`src/rtl/usb_key_sequencer.sv`:
```
// USB boot-keyboard report sequencer.
// Finds keys that are newly pressed in each accepted report, runs them one at a time
// through an external keycode-to-ASCII converter, and queues the characters in a small FIFO.
// The most recent printable key auto-repeats: a long first delay, then a faster rate.
module usb_key_sequencer #(
  parameter int          FIFO_DEPTH = 4,
  parameter logic [23:0] REP_DELAY  = 24'd12000000,
  parameter logic [23:0] REP_RATE   = 24'd1200000
) (
  input  logic        clk,
  input  logic        rst_n,
  input  logic        rep_valid,
  output logic        rep_ready,
  input  logic [7:0]  rep_mod,
  input  logic [47:0] rep_keys,
  output logic [7:0]  conv_r0,
  output logic [7:0]  conv_r2,
  input  logic [7:0]  conv_result,
  output logic        char_valid,
  output logic [7:0]  char_data,
  input  logic        char_ready,
  output logic        overflow
);

  localparam int            PW       = (FIFO_DEPTH > 1) ? $clog2(FIFO_DEPTH) : 1;
  localparam logic [PW-1:0] PTR_LAST = PW'(FIFO_DEPTH - 1);
  localparam logic [PW:0]   CNT_FULL = (PW + 1)'(FIFO_DEPTH);

  typedef enum logic [2:0] {IDLE, SCAN, APPLY, CAPTURE, RELEASE} state_t;

  state_t          state, state_next;
  logic [2:0]      slot_idx;
  logic [7:0]      mod_reg, cur_key, rep_key, cur_slot;
  logic [5:0][7:0] in_keys, keys_reg, prev_keys;
  logic            ready_en, repeating, rep_active;
  logic [23:0]     rep_cnt;
  logic            rollover, key_held, slot_new, is_lock, rep_due, accept;
  logic            accept_ok, start_rep, load_key, advance, finish, push_req;
  logic [7:0]      fifo_mem [FIFO_DEPTH];
  logic [PW-1:0]   wr_ptr, rd_ptr;
  logic [PW:0]     count;
  logic            full, do_pop, do_write;

  assign in_keys    = rep_keys;
  assign cur_slot   = keys_reg[slot_idx];
  assign rep_due    = rep_active && (rep_cnt == 24'd0);
  assign rep_ready  = ready_en && (state == IDLE) && !rep_due;
  assign accept     = rep_valid && rep_ready;
  assign is_lock    = (cur_key == 8'h39) || (cur_key == 8'h47) || (cur_key == 8'h53);
  assign conv_r0    = mod_reg;
  assign conv_r2    = ((state == APPLY) || (state == CAPTURE)) ? cur_key : 8'h00;
  assign full       = (count == CNT_FULL);
  assign char_valid = (count != '0);
  assign char_data  = fifo_mem[rd_ptr];
  assign do_pop     = char_valid && char_ready;
  assign do_write   = push_req && (!full || do_pop);

  // Compare incoming and stored key sets: rollover marker, repeat key still held, slot novelty
  always_comb begin
    rollover = 1'b0;
    key_held = 1'b0;
    slot_new = (cur_slot != 8'h00);
    for (int i = 0; i < 6; i++) begin
      if (in_keys[i] == 8'h01) rollover = 1'b1;
      if (in_keys[i] == rep_key) key_held = 1'b1;
      if (prev_keys[i] == cur_slot) slot_new = 1'b0;
    end
  end

  // Sequencer state register
  always_ff @(posedge clk or negedge rst_n) begin
    if (!rst_n) state <= IDLE;
    else        state <= state_next;
  end

  // Next-state decode and per-state control strobes
  always_comb begin
    state_next = state;
    accept_ok  = 1'b0;
    start_rep  = 1'b0;
    load_key   = 1'b0;
    advance    = 1'b0;
    finish     = 1'b0;
    push_req   = 1'b0;
    case (state)
      IDLE: begin
        if (rep_due) begin
          start_rep  = 1'b1;
          state_next = APPLY;
        end else if (accept && !rollover) begin
          accept_ok  = 1'b1;
          state_next = SCAN;
        end
      end
      SCAN: begin
        if (slot_new) begin
          load_key   = 1'b1;
          state_next = APPLY;
        end else if (slot_idx == 3'd5) begin
          finish     = 1'b1;
          state_next = IDLE;
        end else begin
          advance    = 1'b1;
        end
      end
      APPLY: state_next = CAPTURE;
      CAPTURE: begin
        push_req   = !is_lock && (conv_result != 8'h00);
        state_next = RELEASE;
      end
      RELEASE: begin
        if (repeating) begin
          state_next = IDLE;
        end else if (slot_idx == 3'd5) begin
          finish     = 1'b1;
          state_next = IDLE;
        end else begin
          advance    = 1'b1;
          state_next = SCAN;
        end
      end
      default: state_next = IDLE;
    endcase
  end

  // Report registers, slot index and the key currently being converted
  always_ff @(posedge clk or negedge rst_n) begin
    if (!rst_n) begin
      ready_en  <= 1'b0;
      slot_idx  <= 3'd0;
      mod_reg   <= 8'h00;
      keys_reg  <= '0;
      prev_keys <= '0;
      cur_key   <= 8'h00;
      repeating <= 1'b0;
    end else begin
      ready_en <= 1'b1;
      if (accept_ok) begin
        mod_reg   <= rep_mod;
        keys_reg  <= rep_keys;
        slot_idx  <= 3'd0;
        repeating <= 1'b0;
      end
      if (start_rep) begin
        cur_key   <= rep_key;
        repeating <= 1'b1;
      end
      if (load_key) cur_key <= cur_slot;
      if (advance)  slot_idx <= slot_idx + 3'd1;
      if (finish) begin
        prev_keys <= keys_reg;
        slot_idx  <= 3'd0;
      end
    end
  end

  // Auto-repeat: remember the last printable key and count down to its next replay
  always_ff @(posedge clk or negedge rst_n) begin
    if (!rst_n) begin
      rep_key    <= 8'h00;
      rep_active <= 1'b0;
      rep_cnt    <= 24'd0;
    end else if (accept_ok && rep_active && !key_held) begin
      rep_key    <= 8'h00;
      rep_active <= 1'b0;
      rep_cnt    <= 24'd0;
    end else if (push_req && !repeating) begin
      rep_key    <= cur_key;
      rep_active <= 1'b1;
      rep_cnt    <= REP_DELAY;
    end else if (start_rep) begin
      rep_cnt <= REP_RATE;
    end else if (rep_active && (rep_cnt != 24'd0)) begin
      rep_cnt <= rep_cnt - 24'd1;
    end
  end

  // Character FIFO storage; a push into a full FIFO is accepted only alongside a pop
  always_ff @(posedge clk) begin
    if (do_write) fifo_mem[wr_ptr] <= conv_result;
  end

  // Character FIFO pointers, occupancy and sticky overflow flag
  always_ff @(posedge clk or negedge rst_n) begin
    if (!rst_n) begin
      wr_ptr   <= '0;
      rd_ptr   <= '0;
      count    <= '0;
      overflow <= 1'b0;
    end else begin
      if (do_write) wr_ptr <= (wr_ptr == PTR_LAST) ? '0 : wr_ptr + 1'b1;
      if (do_pop)   rd_ptr <= (rd_ptr == PTR_LAST) ? '0 : rd_ptr + 1'b1;
      if (do_write && !do_pop)      count <= count + 1'b1;
      else if (!do_write && do_pop) count <= count - 1'b1;
      if (push_req && full && !do_pop) overflow <= 1'b1;
    end
  end

endmodule

```
`config.mk`:
```
export PLATFORM = sky130hd
export DESIGN_NAME = usb_key_sequencer
export DESIGN_NICKNAME = d
export VERILOG_FILES = /design/src/rtl/usb_key_sequencer.sv
export SDC_FILE = /design/constraint.sdc
export NUM_CORES = 1
export LEC_CHECK = 0
export CORE_MARGIN = 1.5
export CORE_UTILIZATION = 50
export DETAILED_ROUTE_END_ITERATION = 8
export DONT_BUFFER_PORTS = 1
export GPL_TIMING_DRIVEN = 0
export PLACE_DENSITY = 0.73
export SLEW_MARGIN = 20
export SYNTH_ARGS = -nofsm -noshare
export SYNTH_HDL_FRONTEND = slang
export SYNTH_SLANG_ARGS = --single-unit
```
`constraint.sdc`:
```
create_clock -name clk -period 4.1 [get_ports clk]
set_input_delay 0.41 -clock clk [delete_from_list [all_inputs] [get_ports clk]]
set_output_delay 0.41 -clock clk [all_outputs]
set_load 0.02 [all_outputs]
```
==> flow_metrics.tcl <==
set metrics [dict create \
    outcome "finished, violations left" \
    violations "hold timing" \
    synth_top_area_frac 0.400 \
    clkPwrFrac 0.181 \
    min_period_over_period 0.957 \
    synthCells 841 \
    final_common_cell "dfrtp_1" \
    post_cts_buffers 0 \
    worstPathArrival_ns 4.24 \
    viasPerCell 6.14 \
    seqPwrFrac 0.371 \
    maxCapViolCount 0 \
    antenna_found_initial 0 \
    power_frac_comb 0.448 \
    antennaDiodeCount 0 \
    grt-ovfl-total 0 \
    critPathKind "flip-flop to flip-flop" \
    worstMarginPinSlew_ns 0.869 \
    drt-pass1-iter-count 7 \
    grt_max_degree 162 \
    route.detailed.drc 0 \
    vias 6990 \
    track_usage 0.251 \
    dp_hpwl_mm 18.7 \
    setup_tns_ns 0 \
    die_h_um 145 \
    hold_path_class "input pin to async pin" \
    switching_power_mw 3.72 \
    r2r_cells 14 \
    final_area_um2 11000 \
    rsz0062_at_grt "no" \
    ant_nets 0 \
    gp_congestion 0.987 \
    cp-end-kind "flip-flop" \
    cts_buffers 17 \
    p_sw_frac 0.406 \
    pwr_density_cell_nw_per_um2 835 \
    maxSlewViolCount 0 \
    clk_latency_ns 0.45 \
    avgSynthCellArea_um2 12.0 \
    setup_viol 0 \
    crit_path_start "slot_idx[0]$_DFFE_PN0P_" \
    pre_cts_ws_ns 0.147 \
    synth_top_cell_by_area "dfrtp_1" \
    syn_to_final_growth_pct 9.04 \
    cp.required_ns 4.42 \
    finalNonFillerCells 1138 \
    drtIter0Drc 571 \
    layout_setup_ws_ns 0.176 \
    cts_tree "done" \
    wire_per_inst_um 22.8 \
    portBuffers 0 \
    htree_levels 4 \
    nets 939 \
    finalCoreUtilization 0.561 \
    drt-total-wl_mm 26.0 \
    rr_startpoint "slot_idx[0]$_DFFE_PN0P_" \
    worst_setup_path_start_kind "flip-flop" \
    start_util 0.515 \
    clock-sinks 193 \
    dpl.cell_count 1106 \
    max-slew-margin-rel 0.416 \
    dieArea_um2 21000 \
    root_buffer "clkbuf_16" \
    most-common-layout-cells "161 x dfrtp_1, 91 x mux2_2, 53 x xnor2_1" \
    power_leakage_nw 4.49 \
    ys_seq_elements 193 \
    cp_max_fo 10 \
    postSynth.topFlopCell "dfrtp_1" \
    period_minus_slack_ns 3.92 \
    timing.hold.ws_ns -0.335 \
    yosys-top-cells-area "dfrtp_1 40%, mux2_2 10%, edfxtp_1 9.5%" \
    path_clk_slew_ns 0.08 \
    fmax_mhz 255 \
    drive_above_1_share 0.213 \
    p_total_mw 9.17 \
    peakVddDrop_mv 0.445 \
    synth-edff-count 32 \
    ys_warn_count 0 \
    grt_pass1_wl_mm 40.1 \
    clk_path_buf_depth 2 \
    grt_pass1_vias 6903 \
    std_cell_rows 51 \
    clock_skew_ns 0.0113 \
    die_x_um 145 \
    p_int_mw 5.45 \
    io_pins 95 \
    core-area_um2 19600 \
    synthDistinctLibCells 72 \
    syn_area_um2 10100 \
    ys_async_sr_fraction 0.834 \
    ys_seq_area_frac 0.495 \
    post_dp_cell_area_um2 10400 \
    hold_viol_final 161 \
    synth_nets 920 \
]
synth_stat cells, types with 3 or more instances:
library cell,n
xor2_1,36
mux4_2,10
nand4_1,15
o22ai_1,7
a22o_1,10
o21ai_0,43
o21a_1,3
mux2_2,91
nor4b_1,7
a221o_1,4
buf_6,4
nand2_1,36
mux2i_1,15
o22a_1,3
mux2_1,6
and2_1,14
a31oi_1,3
clkbuf_1,26
nor2_1,51
nor3_1,11
edfxtp_1,32
or4_1,4
mux2_4,19
ha_1,10
nor4_1,30
a211oi_1,3
nand3_1,7
buf_2,3
or3_1,26
a21o_1,5
buf_4,9
a222oi_1,6
nand2b_1,4
nor2b_1,5
xnor2_1,53
inv_1,10
dfrtp_1,161
or2_1,4
a21oi_1,13
a221oi_1,4
final cells by class:
class	instances	area, um^2
inverter	10	37.5
multi-input combinational	592	4790
clock inverter	15	144
clock buffer	17	425
tap	265	332
buffer	46	272
sequential	193	4990
fill	1672	8600
worst paths after layout:
| kind | end | slack (ns) |
|---|---|---|
| worst max register to register | prev_keys[11]$_DFFE_PN0N_ | 0.18 |
| min in group clk | fifo_mem[3][7]$_DFFE_PP_ | 0.05 |
| worst max-delay path | prev_keys[11]$_DFFE_PN0N_ | 0.18 |
| worst min register to register | count[2]$_DFFE_PN0P_ | 0.50 |
| max in group asynchronous | keys_reg[27]$_DFFE_PN0P_ | 4.23 |
| worst min-delay path | prev_keys[44]$_DFFE_PN0N_ | -0.34 |
metal layers:
| metal | up-vias | part of all wire | global-route usage |
|---|---|---|---|
| met3 | 47 | 0.084 | 0.0604 |
| met4 | 0 | 0.026 | 0.0938 |
| met1 | 3522 | 0.44 | 0.355 |
| li1 | 3128 | - | - |
| met5 | - | 0 | 0 |
| met2 | 293 | 0.45 | 0.375 |
critical path, cell delays in order (launching register included):
cell and delay, ns:
dfrtp_1 0.42, buf_6 0.17, buf_4 0.19, or2_2 0.33, o22ai_1 0.29, clkbuf_2 0.31
o21ai_0 0.12, a222oi_1 0.45, nand4_1 0.25, o211ai_2 0.22, o21bai_4 0.14, a21oi_4 0.19
buf_6 0.21, buf_12 0.17, mux2_1 0.33
logic make-up (layout without fill, tap and decap cells):
kind of cell	Yosys count	count (layout)	share of synthesized area
multiplexers	141	141	0.174
buffers and inverters	56	88	0.0303
AO/OA/AOI/OAI	118	118	0.0808
other	1	1	0.000372
XOR/XNOR	89	89	0.0773
AND/OR/NAND/NOR	232	232	0.128
adder cells (fa/ha/maj)	11	11	0.0144
flip-flops	193	193	0.495
power groups by stage:
stage	Combinational, mW	Clock, mW	Sequential, mW
6_report	4.11	1.66	3.41
5_1_grt	4.43	1.76	3.49
4_1_cts	4.06	1.68	3.39
3_5_place_dp	4.02	0	3.42
3_3_place_gp	3.94	0	3.39
2_1_floorplan	3.20	0	3.18
repair_timing:
item / in CTS / in global routing
resized for setup: 0 / 7
setup endpoints to repair: 0 / 43
hold endpoints to repair: 161 / 161
Note: power is estimated with default switching activity, not from simulation.
